## src/rtl/hazard_unit_pkg.sv

```systemverilog
// Shared types for the hazard unit: register address width, x0, shadow-stage
// records and the load-use FSM states.
package hazard_unit_pkg;

  localparam int REG_AW = 5;
  localparam logic [REG_AW-1:0] REG_X0 = '0;

  // Destination-side view of an instruction, kept in EX, MEM and WB.
  typedef struct packed {
    logic              valid;
    logic [REG_AW-1:0] rd;
    logic              wen;
    logic              load;
  } stage_t;

  // EX additionally remembers its sources so the operand mux can be steered.
  typedef struct packed {
    stage_t            dst;
    logic [REG_AW-1:0] rs1;
    logic [REG_AW-1:0] rs2;
    logic              rs1_used;
    logic              rs2_used;
  } ex_stage_t;

  typedef enum logic {
    RUN      = 1'b0,
    LU_STALL = 1'b1
  } state_t;

endpackage

```

## src/rtl/hazard_unit_if.sv

```systemverilog
// Pipeline <-> hazard unit signal bundle. master = pipeline side,
// slave = hazard unit side.
interface hazard_unit_if import hazard_unit_pkg::*; ();

  logic              i_id_valid;
  logic [REG_AW-1:0] i_id_rs1_raddr;
  logic [REG_AW-1:0] i_id_rs2_raddr;
  logic              i_id_rs1_used;
  logic              i_id_rs2_used;
  logic [REG_AW-1:0] i_id_rd_waddr;
  logic              i_id_rd_wen;
  logic              i_id_mem_read;
  logic              i_ex_redirect;
  logic              o_stall;
  logic              o_flush;
  logic              o_frwd_alu_op1;
  logic              o_frwd_mem_op1;
  logic              o_frwd_alu_op2;
  logic              o_frwd_mem_op2;

  modport master (
    output i_id_valid, i_id_rs1_raddr, i_id_rs2_raddr, i_id_rs1_used, i_id_rs2_used,
           i_id_rd_waddr, i_id_rd_wen, i_id_mem_read, i_ex_redirect,
    input  o_stall, o_flush, o_frwd_alu_op1, o_frwd_mem_op1, o_frwd_alu_op2, o_frwd_mem_op2
  );

  modport slave (
    input  i_id_valid, i_id_rs1_raddr, i_id_rs2_raddr, i_id_rs1_used, i_id_rs2_used,
           i_id_rd_waddr, i_id_rd_wen, i_id_mem_read, i_ex_redirect,
    output o_stall, o_flush, o_frwd_alu_op1, o_frwd_mem_op1, o_frwd_alu_op2, o_frwd_mem_op2
  );

endinterface

```

## src/rtl/hazard_unit_match.sv

```systemverilog
// One producer/consumer register compare: a producer stage writes the
// register a consumer actually reads, and that register is not x0.
module hazard_match import hazard_unit_pkg::*; (
  input  logic              valid,
  input  logic              wen,
  input  logic [REG_AW-1:0] rd,
  input  logic [REG_AW-1:0] rs,
  input  logic              used,
  output logic              match
);

  assign match = valid & wen & used & (rd != REG_X0) & (rd == rs);

endmodule

```

## src/rtl/hazard_unit.sv

```systemverilog
// Hazard unit: shadow EX/MEM/WB stages, forwarding selects and stall/flush.
// HAZARD_UNIT_FRWD_EN enables forwarding; otherwise dependences stall.
module hazard_unit import hazard_unit_pkg::*; (
  input  logic          i_clk,
  input  logic          i_rst,
  hazard_unit_if.slave  bus
);

  ex_stage_t ex_reg, ex_next;
  stage_t    mem_reg, wb_reg;
  state_t    state_reg, state_next;

  logic       stall, flush, hazard;
  logic [1:0] ex_id_match;
  logic [1:0] fwd_alu, fwd_mem;

  genvar gi;
  generate
    for (gi = 0; gi < 2; gi++) begin : g_op
      hazard_match u_ex_id (
        .valid (ex_reg.dst.valid),
        .wen   (ex_reg.dst.wen),
        .rd    (ex_reg.dst.rd),
        .rs    ((gi == 0) ? bus.i_id_rs1_raddr : bus.i_id_rs2_raddr),
        .used  ((gi == 0) ? bus.i_id_rs1_used  : bus.i_id_rs2_used),
        .match (ex_id_match[gi])
      );
`ifdef HAZARD_UNIT_FRWD_EN
      logic mem_ex_match, wb_ex_match;
      hazard_match u_mem_ex (
        .valid (mem_reg.valid),
        .wen   (mem_reg.wen),
        .rd    (mem_reg.rd),
        .rs    ((gi == 0) ? ex_reg.rs1 : ex_reg.rs2),
        .used  ((gi == 0) ? ex_reg.rs1_used : ex_reg.rs2_used),
        .match (mem_ex_match)
      );
      hazard_match u_wb_ex (
        .valid (wb_reg.valid),
        .wen   (wb_reg.wen),
        .rd    (wb_reg.rd),
        .rs    ((gi == 0) ? ex_reg.rs1 : ex_reg.rs2),
        .used  ((gi == 0) ? ex_reg.rs1_used : ex_reg.rs2_used),
        .match (wb_ex_match)
      );
      // The younger producer (MEM) holds the newer value.
      assign fwd_alu[gi] = mem_ex_match;
      assign fwd_mem[gi] = wb_ex_match & ~mem_ex_match;
`else
      logic mem_id_match;
      hazard_match u_mem_id (
        .valid (mem_reg.valid),
        .wen   (mem_reg.wen),
        .rd    (mem_reg.rd),
        .rs    ((gi == 0) ? bus.i_id_rs1_raddr : bus.i_id_rs2_raddr),
        .used  ((gi == 0) ? bus.i_id_rs1_used  : bus.i_id_rs2_used),
        .match (mem_id_match)
      );
      assign fwd_alu[gi] = 1'b0;
      assign fwd_mem[gi] = 1'b0;
`endif
    end
  endgenerate

`ifdef HAZARD_UNIT_FRWD_EN
  assign hazard = bus.i_id_valid & ex_reg.dst.load & (|ex_id_match);
  logic unused_bits;
  assign unused_bits = ^{mem_reg.load, wb_reg.load};
`else
  // WB needs no stall: the register file writes through to the read port.
  assign hazard = bus.i_id_valid & ((|ex_id_match) | g_op[0].mem_id_match | g_op[1].mem_id_match);
  logic unused_bits;
  assign unused_bits = ^{mem_reg.load, wb_reg, ex_reg.rs1, ex_reg.rs2,
                         ex_reg.rs1_used, ex_reg.rs2_used, ex_reg.dst.load};
`endif

  always_comb begin
    state_next = state_reg;
    stall      = 1'b0;
    flush      = 1'b0;
    if (bus.i_ex_redirect) begin
      flush      = 1'b1;
      state_next = RUN;
    end else begin
      case (state_reg)
        RUN: begin
          if (hazard) begin
            stall      = 1'b1;
            state_next = LU_STALL;
          end
        end
        LU_STALL: begin
`ifndef HAZARD_UNIT_FRWD_EN
          // Producer has moved to MEM; the dependence may still be live.
          stall = hazard;
`endif
          state_next = RUN;
        end
        default: state_next = RUN;
      endcase
    end
  end

  always_comb begin
    ex_next = '0;
    if (!(stall || flush)) begin
      ex_next.dst.valid = bus.i_id_valid;
      ex_next.dst.rd    = bus.i_id_rd_waddr;
      ex_next.dst.wen   = bus.i_id_rd_wen;
      ex_next.dst.load  = bus.i_id_mem_read;
      ex_next.rs1       = bus.i_id_rs1_raddr;
      ex_next.rs2       = bus.i_id_rs2_raddr;
      ex_next.rs1_used  = bus.i_id_rs1_used;
      ex_next.rs2_used  = bus.i_id_rs2_used;
    end
  end

  always_ff @(posedge i_clk) begin
    if (i_rst) begin
      state_reg <= RUN;
      ex_reg    <= '0;
      mem_reg   <= '0;
      wb_reg    <= '0;
    end else begin
      state_reg <= state_next;
      ex_reg    <= ex_next;
      mem_reg   <= ex_reg.dst;
      wb_reg    <= mem_reg;
    end
  end

  assign bus.o_stall        = stall;
  assign bus.o_flush        = flush;
  assign bus.o_frwd_alu_op1 = fwd_alu[0];
  assign bus.o_frwd_mem_op1 = fwd_mem[0];
  assign bus.o_frwd_alu_op2 = fwd_alu[1];
  assign bus.o_frwd_mem_op2 = fwd_mem[1];

endmodule

```

## src/flat_wrapper.sv

```systemverilog
// flat-port wrapper written by rule: the top's interface ports become plain ports
module hazard_unit_flat import hazard_unit_pkg::*;
  (i_clk, i_rst, bus_i_id_valid, bus_i_id_rs1_raddr, bus_i_id_rs2_raddr, bus_i_id_rs1_used, bus_i_id_rs2_used, bus_i_id_rd_waddr, bus_i_id_rd_wen, bus_i_id_mem_read, bus_i_ex_redirect, bus_o_stall, bus_o_flush, bus_o_frwd_alu_op1, bus_o_frwd_mem_op1, bus_o_frwd_alu_op2, bus_o_frwd_mem_op2);
  hazard_unit_if bus_i ();
  input  logic i_clk;
  input  logic i_rst;
  input wire logic [$bits(bus_i.i_id_valid)-1:0] bus_i_id_valid;
  input wire logic [$bits(bus_i.i_id_rs1_raddr)-1:0] bus_i_id_rs1_raddr;
  input wire logic [$bits(bus_i.i_id_rs2_raddr)-1:0] bus_i_id_rs2_raddr;
  input wire logic [$bits(bus_i.i_id_rs1_used)-1:0] bus_i_id_rs1_used;
  input wire logic [$bits(bus_i.i_id_rs2_used)-1:0] bus_i_id_rs2_used;
  input wire logic [$bits(bus_i.i_id_rd_waddr)-1:0] bus_i_id_rd_waddr;
  input wire logic [$bits(bus_i.i_id_rd_wen)-1:0] bus_i_id_rd_wen;
  input wire logic [$bits(bus_i.i_id_mem_read)-1:0] bus_i_id_mem_read;
  input wire logic [$bits(bus_i.i_ex_redirect)-1:0] bus_i_ex_redirect;
  output wire logic [$bits(bus_i.o_stall)-1:0] bus_o_stall;
  output wire logic [$bits(bus_i.o_flush)-1:0] bus_o_flush;
  output wire logic [$bits(bus_i.o_frwd_alu_op1)-1:0] bus_o_frwd_alu_op1;
  output wire logic [$bits(bus_i.o_frwd_mem_op1)-1:0] bus_o_frwd_mem_op1;
  output wire logic [$bits(bus_i.o_frwd_alu_op2)-1:0] bus_o_frwd_alu_op2;
  output wire logic [$bits(bus_i.o_frwd_mem_op2)-1:0] bus_o_frwd_mem_op2;
  assign bus_i.i_id_valid = bus_i_id_valid;
  assign bus_i.i_id_rs1_raddr = bus_i_id_rs1_raddr;
  assign bus_i.i_id_rs2_raddr = bus_i_id_rs2_raddr;
  assign bus_i.i_id_rs1_used = bus_i_id_rs1_used;
  assign bus_i.i_id_rs2_used = bus_i_id_rs2_used;
  assign bus_i.i_id_rd_waddr = bus_i_id_rd_waddr;
  assign bus_i.i_id_rd_wen = bus_i_id_rd_wen;
  assign bus_i.i_id_mem_read = bus_i_id_mem_read;
  assign bus_i.i_ex_redirect = bus_i_ex_redirect;
  assign bus_o_stall = bus_i.o_stall;
  assign bus_o_flush = bus_i.o_flush;
  assign bus_o_frwd_alu_op1 = bus_i.o_frwd_alu_op1;
  assign bus_o_frwd_mem_op1 = bus_i.o_frwd_mem_op1;
  assign bus_o_frwd_alu_op2 = bus_i.o_frwd_alu_op2;
  assign bus_o_frwd_mem_op2 = bus_i.o_frwd_mem_op2;
  hazard_unit u_core (.i_clk(i_clk), .i_rst(i_rst), .bus(bus_i));
endmodule
```

## config.mk

```make
export PLATFORM = sky130hd
export DESIGN_NAME = hazard_unit_flat
export DESIGN_NICKNAME = d
export VERILOG_FILES = /design/src/rtl/hazard_unit_pkg.sv /design/src/rtl/hazard_unit_if.sv /design/src/rtl/hazard_unit_match.sv /design/src/rtl/hazard_unit.sv /design/src/flat_wrapper.sv
export SDC_FILE = /design/constraint.sdc
export NUM_CORES = 1
export LEC_CHECK = 0
export CAP_MARGIN = 25
export CORE_MARGIN = 10
export CORE_UTILIZATION = 41
export CTS_CLUSTER_DIAMETER = 150
export DETAILED_ROUTE_END_ITERATION = 16
export PLACE_DENSITY = 0.77
export SLEW_MARGIN = 20
export SYNTH_ARGS = -nofsm -noshare
export SYNTH_HDL_FRONTEND = slang
export SYNTH_SLANG_ARGS = --single-unit
export TNS_END_PERCENT = 100
```

## constraint.sdc

```tcl
create_clock -name i_clk -period 2.2 [get_ports i_clk]
set_clock_uncertainty 0.2 [all_clocks]
set_input_delay 0.44 -clock i_clk [delete_from_list [all_inputs] [get_ports i_clk]]
set_output_delay 0.44 -clock i_clk [all_outputs]
set_load 0.02 [all_outputs]
```

==> results of run 1 <==
## per-layer routing
layer / GRT usage / up-vias
met4: 0.0573 / 0
met1: 0.0990 / 277
li1: - / 314
met3: 0.0329 / 2
met2: 0.165 / 22
met5: 0 / -
## worst reg2reg max path, cell delays in order, from the launching register on
cell     delay [ps]
dfxtp_2         330
or4_1           500
o21a_1          210
a32oi_4         170
buf_4           160
and3_1          140
## cells by family (layout without fill, tap and decap cells)
logic type	count (synthesis)	in the layout
other	1	4
flip-flops	14	14
buffers and inverters	5	37
AO/OA/AOI/OAI	4	4
XOR/XNOR	20	20
AND/OR/NAND/NOR	28	28
## final cells by class
type / instances / area, um^2 / share of cell area
timing repair buffer: 34 / 305 / 0.294
multi-input combinational: 56 / 409 / 0.394
sequential: 14 / 282 / 0.271
tap: 16 / 20.0 / 0.0193
clock buffer: 3 / 22.5 / 0.0217
## power by group through the flow
| stage | registers (mW) | logic [mW] | clock network, mW |
|---|---|---|---|
| final | 0.271 | 0.102 | 0.128 |
| after global routing | 0.272 | 0.111 | 0.146 |
| after CTS | 0.270 | 0.104 | 0.135 |
| after detailed placement | 0.276 | 0.109 | 0 |
| after global placement | 0.276 | 0.108 | 0 |
| after floorplan | 0.275 | 0.0541 | 0 |
## repair_timing
action,CTS,global route
pin swaps,4,2
setup endpoints to repair,1,2
buffers inserted,0,0
gates resized for setup,17,3
hold buffers,0,0
hold endpoints to repair,0,0
## through the flow
stage	power [mW]	instance area, um^2	util
floorplan	0.329	721	-
CTS	0.509	1030	0.654
finish	0.501	1040	0.659
detailed placement	0.386	1020	0.644
global route	0.528	1040	0.659
global placement	0.384	1020	0.644
## worst max path at each step
stage / end / depth (start not counted) / slack [ps]
2_1_floorplan: bus_o_stall / 5 / 180
3_3_place_gp: bus_o_stall / 7 / -760
3_5_place_dp: bus_o_stall / 7 / -800
4_1_cts: bus_o_stall / 5 / -150
5_1_grt: bus_o_stall / 8 / -210
6_report: bus_o_stall / 5 / -130
## cell usage in the layout (no fill, tap or decap), types with 3 or more instances in the layout
| cell | n |
|---|---|
| xnor2_1 | 20 |
| dfxtp_1 | 13 |
| buf_4 | 12 |
| dlygate4sd2_1 | 10 |
| clkdlybuf4s50_1 | 9 |
| nand4_1 | 8 |
| and3_1 | 7 |
| nor2b_1 | 7 |
| conb_1 | 4 |
| nor2_1 | 3 |
| clkbuf_4 | 3 |
| dlymetal6s2s_1 | 3 |
==> flow_summary.toml, run 1 <==
[outcome]
status = "finished, violations left"
failed_checks = "negative setup slack"

[min_path]
hold_class = "register to register"
min_to = "u_core.mem_reg[7]$_SDFF_PP0_"
holdPathStages = 1
holdCritStartpoint = "u_core.ex_reg[19]$_SDFF_PP0_"

[drt]
routedWlPerCell_um = 13.8
wl_met3_um = 147
num_vias = 615
dr.max_layer_used = "met4"
wl_met1_um = 680
met2_length_um = 860
drc = 0
routed_wl_mm = 1.70
viasPerCell = 5.00
drtPass1Iterations = 4
antenna_left = 0
drt-initial-drc-count = 7

[synth]
synth_seq_area_share = 0.395
yosysWarnings = 0
synth_xor_area_frac = 0.247
synth_compound_area_frac = 0.0670
synth_top_family_by_area = "XOR/XNOR gates"
synth_flop_cell = "dfxtp_1"
yosys.area.top_type = "dfxtp_1"
synthCells = 72
synth-simple-area-share = 0.233
synth_mux_area_frac = 0
ys_top_cells_by_area = "dfxtp_1, xnor2_1, nand4_1"
syn_area_um2 = 709
synth_most_common_cell = "xnor2_1"
synth.distinct_cells = 14
synth_commonest_cells = "xnor2_1, dfxtp_1, nand4_1, and3_1, nor2b_1"
synth-seq-cells = 14
yosys.area.top_type_share = 0.395
avgSynthCellArea_um2 = 9.85
synth_adder_area_share = 0
synth-edff-count = 0
synthArstFlopShare = 0

[clock_network]
clock_sinks = 14
cts_inserted_buffers = 3
clockRootBuffer = "clkbuf_4"
clk_pin_slew_ps = 70
cts_tree = "done"
clkLatencyLatePin_ps = 260
clockBufferDepth = 2
cts.htree.levels = 1

[timing]
min_period_ps = 2330
setup_viol = 1
layout_setup_ws_ps = -129
tns_ps = -129
max_freq_mhz = 429
hold_slack_ps = 289
hold_viol_final = 0
rsz0062_at_grt = "true"
slew_violations = 0
fin_crit_sh = 1.06

[global_routing]
grtUsageTotal = 0.0962
grt_pass1_wl_mm = 2.70
grt_start_max_net_pins = 9
grt_pass1_vias = 657
overflow = 0
antenna_found_initial = 0

[setup_path]
cp_num_buf_inv = 1
path_cells = "or4_1 > o21a_1 > a32oi_4 > nor2_1 > buf_4"
endpoint_kind = "primary output"
crit_start = "u_core.mem_reg[4]$_SDFF_PP0_"
cp_top_family = "simple AND/OR/NAND/NOR gates"
crit_slowest_cell = "or4_1"
startpoint_type = "register"
required_ps = 1560
critPathKind = "register to primary output"
path_max_fanout = 3
reg2reg_from = "u_core.mem_reg[4]$_SDFF_PP0_"
cp.arrival_ps = 1690
reg2reg_slack_ps = 430
reg2reg_to = "u_core.ex_reg[13]$_SDFF_PP0_"
r2r.worst_path.cells = 5
max_stage_delay_ps = 500

[pwr]
p_sw_frac = 0.229
p_leak_nw = 0.440
ir_drop_uv = 385
p_int_mw = 0.387
p_comb_frac = 0.204
clock_power_share = 0.256
seqPwrFrac = 0.540
power_density_nw_per_um2 = 483
p_sw_mw = 0.115

[placement]
portBuffers = 23
dpl_worst_slack_ps = -804
finalWeightedCongestion = 0.823
dp.cells = 120
hpwl_mm = 1.48

[cells_and_area]
fin_cells = 123
final_net_count = 132
areaGrowthSynthToFinish_pct = 46.4
nFillCells = 147
drive_gt1_frac = 0.168
num_antenna_cells = 0

[die]
core_um2 = 1580
fp.dieW_um = 61.6
io_pins = 29
row_count = 14
dieArea_um2 = 3790
start_util = 0.450
fp.dieH_um = 61.6

[run]
cap_violations = 0
No activity file was read; power rests on OpenSTA's default activity.
==> inputs of run 2 (changes only) <==
--- a/config.mk
+++ b/config.mk
@@ -8,7 +8,7 @@
 export CAP_MARGIN = 25
 export CORE_MARGIN = 10
 export CORE_UTILIZATION = 41
-export CTS_CLUSTER_DIAMETER = 150
+export CTS_CLUSTER_DIAMETER = 100
 export DETAILED_ROUTE_END_ITERATION = 16
 export PLACE_DENSITY = 0.77
 export SLEW_MARGIN = 20
==> constraint.sdc (replaced) <==
create_clock -name i_clk -period 2.2 [get_ports i_clk]
set_clock_uncertainty 0.2 [all_clocks]
set_input_delay 0.44 -clock i_clk [delete_from_list [all_inputs] [get_ports i_clk]]
set_output_delay 0.44 -clock i_clk [all_outputs]
set_load 0.1 [all_outputs]
==> run 2 against run 1 <==
  * The run still ends with negative setup slack left
  * First-iteration DRC count down 29%
  * Register-to-register slack worse by 60 ps
  * Sequential share of layout area rose by 0.74 points
  * Utilization fell by 1.7 points
  * Largest cell class unchanged
  * Largest power group unchanged
==> flow_summary.toml, run 2 (same netlist as run 1, synthesis figures left out) <==
[global_routing]
overflow = 0
antenna_found_initial = 0
grt_start_max_net_pins = 9
grt_pass1_vias = 660
grt_pass1_wl_mm = 2.86
grtUsageTotal = 0.102

[pwr]
finalPower_mw = 0.532
p_sw_frac = 0.276
p_sw_mw = 0.147
p_int_mw = 0.385
power_density_nw_per_um2 = 527
p_leak_nw = 0.379
ir_drop_uv = 329
p_comb_frac = 0.245
clock_power_share = 0.245
seqPwrFrac = 0.510

[clock_network]
cts_inserted_buffers = 3
clkLatencyLatePin_ps = 270
clockBufferDepth = 2
clk_pin_slew_ps = 70
holdBufCountCts = 0
clockRootBuffer = "clkbuf_4"
cts.htree.levels = 1
clock_sinks = 14
cts_tree = "done"
postCtsSetupBuffers = 0

[cells_and_area]
fin_area_um2 = 1010
final_common_cell = "xnor2_1"
mostFrequentLayoutCells = "xnor2_1, dfxtp_1, clkdlybuf4s50_1"
areaGrowthSynthToFinish_pct = 42.5
final_util = 0.641
final_net_count = 124
nFillCells = 140
drive_gt1_frac = 0.141
regArea_um2 = 282
multiInputGateArea_um2 = 427
num_antenna_cells = 0

[min_path]
holdPathStages = 1
min_to = "u_core.mem_reg[7]$_SDFF_PP0_"
hold_class = "register to register"
holdCritStartpoint = "u_core.ex_reg[19]$_SDFF_PP0_"

[setup_path]
critPathKind = "register to primary output"
cp.arrival_ps = 1760
endpoint_kind = "primary output"
reg2reg_to = "u_core.ex_reg[17]$_SDFF_PP0_"
reg2reg_slack_ps = 370
reg2reg_from = "u_core.mem_reg[3]$_SDFF_PP0_"
path_max_fanout = 2
r2r.worst_path.cells = 5
required_ps = 1560
startpoint_type = "register"

[drt]
viasPerCell = 5.24
antenna_left = 0
drc = 0
routed_wl_mm = 1.72
num_vias = 603
routedWlPerCell_um = 15.0
drtPass1Iterations = 4
drt-initial-drc-count = 5

[timing]
setup_viol = 1
layout_setup_ws_ps = -196
fin_crit_sh = 1.09
slew_violations = 0
hold_viol_final = 0
rsz0062_at_grt = "true"
max_freq_mhz = 417
tns_ps = -196
min_period_ps = 2400

[die]
fp.dieH_um = 61.6
io_pins = 29
core_um2 = 1580
dieArea_um2 = 3790
start_util = 0.450
row_count = 14
fp.dieW_um = 61.6

[placement]
portBuffers = 23
place_area_um2 = 990
finalWeightedCongestion = 0.838

[run]
cap_violations = 0

[outcome]
failed_checks = "negative setup slack"
status = "finished, violations left"
-- run 2: worst max path at each step --
stage                                 startpoint          end  slack, ps
floorplan                  bus_i_id_rs2_raddr[1]  bus_o_stall         10
detailed placement         bus_i_id_rs2_raddr[0]  bus_o_stall       -390
global route        u_core.mem_reg[3]$_SDFF_PP0_  bus_o_stall       -250
global placement           bus_i_id_rs2_raddr[1]  bus_o_stall       -380
finish              u_core.mem_reg[3]$_SDFF_PP0_  bus_o_stall       -200
CTS                 u_core.mem_reg[3]$_SDFF_PP0_  bus_o_stall       -210
-- run 2: cell type report --
type	count	area share
Clock buffer	3	0.0223
Multi-Input combinational cell	56	0.422
Sequential cell	14	0.278
Tap cell	16	0.0198
Timing Repair Buffer	26	0.257
-- run 2: power by group through the flow --
stage | Sequential (mW) | Combinational (mW) | Clock [mW]
global placement | 0.277 | 0.133 | 0
CTS | 0.271 | 0.129 | 0.136
finish | 0.272 | 0.130 | 0.130
floorplan | 0.275 | 0.0840 | 0
detailed placement | 0.277 | 0.135 | 0
global route | 0.273 | 0.139 | 0.149
-- run 2: per-stage QoR --
stage | hold slack (ps) | setup slack (ps) | instances
6_report | 295 | -196 | 115
5_1_grt | 308 | -245 | 115
4_1_cts | 291 | -214 | 115
3_5_place_dp | 281 | -387 | 112
3_3_place_gp | 276 | -384 | 112
2_1_floorplan | 257 | 12.1 | 75
-- run 2: layer usage --
layer | up-vias | GRT usage | routed length, um
li1 | 296 | - | -
met1 | 274 | 0.103 | 689
met2 | 27 | 0.165 | 776
met3 | 6 | 0.0473 | 203
met4 | 0 | 0.0701 | 51
met5 | - | 0 | 0
-- run 2: worst max-delay path, cell delays in order, from the launching register on --
cell and delay [ps]:
dfxtp_2 330, or4_4 520, o21a_1 210, a32oi_4 210
nor2_4 60, buf_12 170
-- run 2: repair_timing --
action / 4_1_cts / 5_1_grt
gates cloned: 0 / 0
endpoints found under the hold margin: 0 / 0
resized for setup: 12 / 1
pin swaps: 6 / 3
endpoints found under the setup margin: 1 / 1
==> inputs of run 3 (changes only) <==
--- a/config.mk
+++ b/config.mk
@@ -6,11 +6,12 @@
 export NUM_CORES = 1
 export LEC_CHECK = 0
 export CAP_MARGIN = 25
-export CORE_MARGIN = 10
-export CORE_UTILIZATION = 41
+export CORE_AREA = 10 10 47 49
 export CTS_CLUSTER_DIAMETER = 100
 export DETAILED_ROUTE_END_ITERATION = 16
-export PLACE_DENSITY = 0.77
+export DIE_AREA = 0 0 57 59
+export DONT_BUFFER_PORTS = 1
+export PLACE_DENSITY = 0.68
 export SLEW_MARGIN = 20
 export SYNTH_ARGS = -nofsm -noshare
 export SYNTH_HDL_FRONTEND = slang
==> run 3 against run 2 <==
  * The flow still finishes with violations (negative setup slack)
  * Setup slack got worse by 1.9 ps
  * Count of clock-buffer cells in the layout grew 1
  * Sequential cell count unchanged
  * Via count decreased by 17%
  * Sequential power is essentially flat
  * Die area decreased by 11%
  * Power down 1.8%
  * Combinational power is 40% lower
  * Worst hold slack lost 260 ps
  * Maximum frequency is essentially flat
  * First-iteration DRC count is 20% higher
  * Clock power rose by 35%
  * Critical endpoint unchanged
  * Largest power group unchanged
==> flow_summary.toml, run 3 (same netlist as run 1, synthesis figures left out) <==
[clock_network]
clockBufferDepth = 2
cts_tree = "done"
clkLatencyLatePin_ps = 270
cts_inserted_buffers = 3
clk_pin_slew_ps = 80
holdBufCountCts = 0
cts.htree.levels = 1
clockRootBuffer = "clkbuf_4"
clock_sinks = 14

[drt]
routedWlPerCell_um = 15.8
antenna_left = 0
routed_wl_mm = 1.49
drtPass1Iterations = 4
num_vias = 501
viasPerCell = 5.33
drt-initial-drc-count = 6
drc = 0

[setup_path]
path_cells = "or4_1 > o21a_1 > a32oi_4 > nor2_4 > buf_12"
critPathKind = "register to primary output"
r2r.worst_path.cells = 5
required_ps = 1560
endpoint_kind = "primary output"
crit_slowest_cell = "or4_1"
startpoint_type = "register"
cp.arrival_ps = 1760
path_max_fanout = 2
max_stage_delay_ps = 520

[die]
row_count = 14
core_um2 = 1400
io_pins = 29
dieArea_um2 = 3360
fp.dieH_um = 59
fp.dieW_um = 57
start_util = 0.506

[cells_and_area]
final_net_count = 102
drive_gt1_frac = 0.141
num_antenna_cells = 0
nFillCells = 133
mostFrequentLayoutCells = "xnor2_1, dfxtp_1, nand4_1"
final_common_cell = "xnor2_1"
areaGrowthSynthToFinish_pct = 12.2

[timing]
hold_viol_final = 0
setup_viol = 1
max_freq_mhz = 417
rsz0062_at_grt = "true"
slew_violations = 0
hold_slack_ps = 31.3
fin_crit_sh = 1.09
min_period_ps = 2400
tns_ps = -198
layout_setup_ws_ps = -198

[outcome]
status = "finished, violations left"
failed_checks = "negative setup slack"

[min_path]
hold_class = "primary input to register"
holdPathStages = 1

[placement]
portBuffers = 0
hpwl_mm = 1.30
finalWeightedCongestion = 0.875

[run]
cap_violations = 0

[global_routing]
grt_pass1_vias = 545
antenna_found_initial = 0
grt_pass1_wl_mm = 2.47
grt_start_max_net_pins = 9
grtUsageTotal = 0.0951
overflow = 0

[pwr]
power_density_nw_per_um2 = 657
ir_drop_uv = 410
finalPower_mw = 0.523
p_leak_nw = 0.280
## run 3: cell count changes in the layout (fill, tap and decap cells not counted), sizes merged
cell           previous run  this run
clkbuf                    3         4
dlygate4sd2              10         0
buf                       5         4
clkdlybuf4s50            11         0
## run 3: path summary, 6_finish.rpt
| check | start | to | slack [ps] |
|---|---|---|---|
| setup / recovery | u_core.mem_reg[3]$_SDFF_PP0_ | bus_o_stall | -200 |
| hold / removal | i_rst | u_core.mem_reg[6]$_SDFF_PP0_ | 30 |
| setup reg to reg | u_core.mem_reg[3]$_SDFF_PP0_ | u_core.ex_reg[19]$_SDFF_PP0_ | 380 |
| hold reg to reg | u_core.ex_reg[19]$_SDFF_PP0_ | u_core.mem_reg[7]$_SDFF_PP0_ | 290 |
## run 3: power by group
part           switching (mW)  leakage, nW  internal, mW
combinational          0.0478        0.144        0.0300
sequential            0.00841        0.114         0.262
clock                  0.0744       0.0210         0.100
## run 3: cell type report
class | instances | area (um^2) | area share
timing repair buffer | 4 | 42.5 | 0.0535
multi-input combinational | 56 | 417 | 0.524
tap | 16 | 20.0 | 0.0252
clock buffer | 4 | 36.3 | 0.0456
sequential | 14 | 280 | 0.352
## run 3: layer usage
metal | wire length [um] | GRT usage | vias up
met3 | 212 | 0.0644 | 2
met2 | 663 | 0.150 | 23
li1 | - | - | 256
met5 | 0 | 0 | -
met4 | 10 | 0.0503 | 0
met1 | 603 | 0.0927 | 220
## run 3: worst max-delay path, delay by kind of cell (launching register included)
family                 cells  cell delay [ps]
and+or+nand+nor            2              590
AOI/OAI and AO/OA          2              410
DFF                        1              320
buffers and inverters      1              170
## run 3: repair_timing
action,4_1_cts,5_1_grt
setup endpoints to repair,1,1
gates cloned,0,0
resized for setup,0,0
buffers inserted,0,0
## run 3: metrics by stage
| step | util | std cells | setup slack (ps) | instance area, um^2 |
|---|---|---|---|---|
| global route | 0.568 | 94 | -284 | 796 |
| floorplan | - | 75 | 12.1 | 734 |
| detailed placement | 0.542 | 90 | 86.9 | 759 |
| CTS | 0.568 | 94 | -218 | 796 |
| global placement | 0.542 | 90 | 99.9 | 759 |
| finish | 0.568 | 94 | -198 | 796 |
==> patch: new RTL, config.mk and constraints of run 3 <==
Set the package constant `REG_AW` to 4 (it was 5).
--- a/src/rtl/hazard_unit_pkg.sv
+++ b/src/rtl/hazard_unit_pkg.sv
@@ -3,5 +3,5 @@
 package hazard_unit_pkg;
 
-  localparam int REG_AW = 5;
+  localparam int REG_AW = 4;
   localparam logic [REG_AW-1:0] REG_X0 = '0;
 
Interface: changed (resized bus_i_id_rd_waddr, bus_i_id_rs1_raddr and bus_i_id_rs2_raddr); port bits go from 29 to 26. No check against the original RTL was run, so the function may have changed too.
==> patch against run 3 <==
- the flow still finishes with violations (negative setup slack)
- cell area rose by 0.31%
- core utilization rose by 0.18 points
- sequential cell count fell by 2
- wire length rose by 1.3%
- power fell by 16%
- global-route usage fell by 0.81 points
- final cell count rose by 7.4%
- worst setup slack got worse by 180 ps
- register-to-register slack got worse by 40 ps
- synthesized area fell by 8.3%
- die area did not move
- critical endpoint unchanged
- largest cell class unchanged
- highest routed layer unchanged
==> patch: results (changes against run 3) <==
<table>
<tr><th>Metric</th><th>Value</th></tr>
<tr><th colspan="2">Status</th></tr>
<tr><td>Result of the run</td><td>finished, violations left</td></tr>
<tr><td>Violations in the final reports</td><td>negative setup slack</td></tr>
<tr><th colspan="2">Synth</th></tr>
<tr><td>Post-synthesis cell type count</td><td>24 (+10)</td></tr>
<tr><td>Complex-gate fraction of the synthesized area</td><td>0.0827 (+0.0157)</td></tr>
<tr><td>Synth top cells by count</td><td>sky130_fd_sc_hd__dfxtp_1 (12), sky130_fd_sc_hd__xnor2_1 (9), sky130_fd_sc_hd__nand2_1 (8), sky130_fd_sc_hd__nor2_1 (8)</td></tr>
<tr><td>Xor/xnor cell area share of the yosys netlist</td><td>0.175 (-0.0719)</td></tr>
<tr><th colspan="2">Power and ir drop</th></tr>
<tr><td>Clock group power</td><td>0.127 mW (-27%)</td></tr>
<tr><td>Sequential power</td><td>0.229 mW (-15%)</td></tr>
<tr><td>Register share of total power</td><td>0.520 (+0.003)</td></tr>
<tr><td>Static leakage</td><td>0.317 nW (+13%)</td></tr>
<tr><th colspan="2">Cells and area</th></tr>
<tr><td>Multi-input gate share of the layout cell area</td><td>0.500 (-0.0236)</td></tr>
<tr><td>Clock tree cell share of total cell area</td><td>0.0282 (-0.0174)</td></tr>
<tr><td>Multi-input combinational gate total</td><td>55 (-1.8%)</td></tr>
<tr><td>Inverters</td><td>3 (+3)</td></tr>
<tr><td>Total of clock buffers placed in the layout</td><td>3 (-1)</td></tr>
<tr><td>Proportion of layout cells with a drive suffix above 1</td><td>0.282 (+0.141)</td></tr>
<tr><th colspan="2">Route</th></tr>
<tr><td>Met3 wire len</td><td>218 um (+2.8%)</td></tr>
<tr><td>Routed WL</td><td>1510 um (+1.3%)</td></tr>
<tr><td>Met1 routed wirelength after detailed routing</td><td>516 um (-14%)</td></tr>
<tr><th colspan="2">Clock tree</th></tr>
<tr><td>CTS-repair resized insts</td><td>2 (+2)</td></tr>
<tr><th colspan="2">Critical path</th></tr>
<tr><td>Reg-to-Reg Start</td><td>u_core.mem_reg[2]$_SDFF_PP0_</td></tr>
<tr><td>Flop2flop setup slack</td><td>340 ps (-40 ps)</td></tr>
<tr><th colspan="2">Global route</th></tr>
<tr><td>Pin count of the biggest net entering global routing</td><td>8 (-1)</td></tr>
<tr><td>Vias in the first global route</td><td>566 (+3.9%)</td></tr>
<tr><td>Gr usage total</td><td>0.0870 (-0.00808)</td></tr>
<tr><th colspan="2">STA</th></tr>
<tr><td>Number of failing setup endpoints in the final timing report</td><td>1 (unchanged)</td></tr>
<tr><td>Final worst slack</td><td>-380 ps (-182 ps)</td></tr>
<tr><th colspan="2">Place</th></tr>
<tr><td>Routability congestion estimate from global placement</td><td>0.800 (-8.5%)</td></tr>
</table>
==> patch: routing by layer <==
metal | vias up | global-route usage
met5 | - | 0
met4 | 0 | 0.0604
met3 | 2 | 0.0322
met2 | 26 | 0.143
met1 | 224 | 0.0908
li1 | 262 | -
==> patch: critical path, stage by stage (launching register included) <==
cell and delay, ps:
sky130_fd_sc_hd__dfxtp_2 340, sky130_fd_sc_hd__xor2_1 140, sky130_fd_sc_hd__or4b_4 540, sky130_fd_sc_hd__o22ai_4 180, sky130_fd_sc_hd__o31a_4 150, sky130_fd_sc_hd__nor2b_4 150, sky130_fd_sc_hd__buf_12 180
==> patch: stage by stage <==
stage / instance area [um2] / setup TNS [ps] / worst slack, ps / util
3_3_place_gp: 747 / -233 / -233 / 0.533
6_report: 798 / -380 / -380 / 0.570
4_1_cts: 772 / -416 / -416 / 0.551
5_1_grt: 798 / -445 / -445 / 0.570
3_5_place_dp: 747 / -238 / -238 / 0.533
2_1_floorplan: 662 / -428 / -428 / -
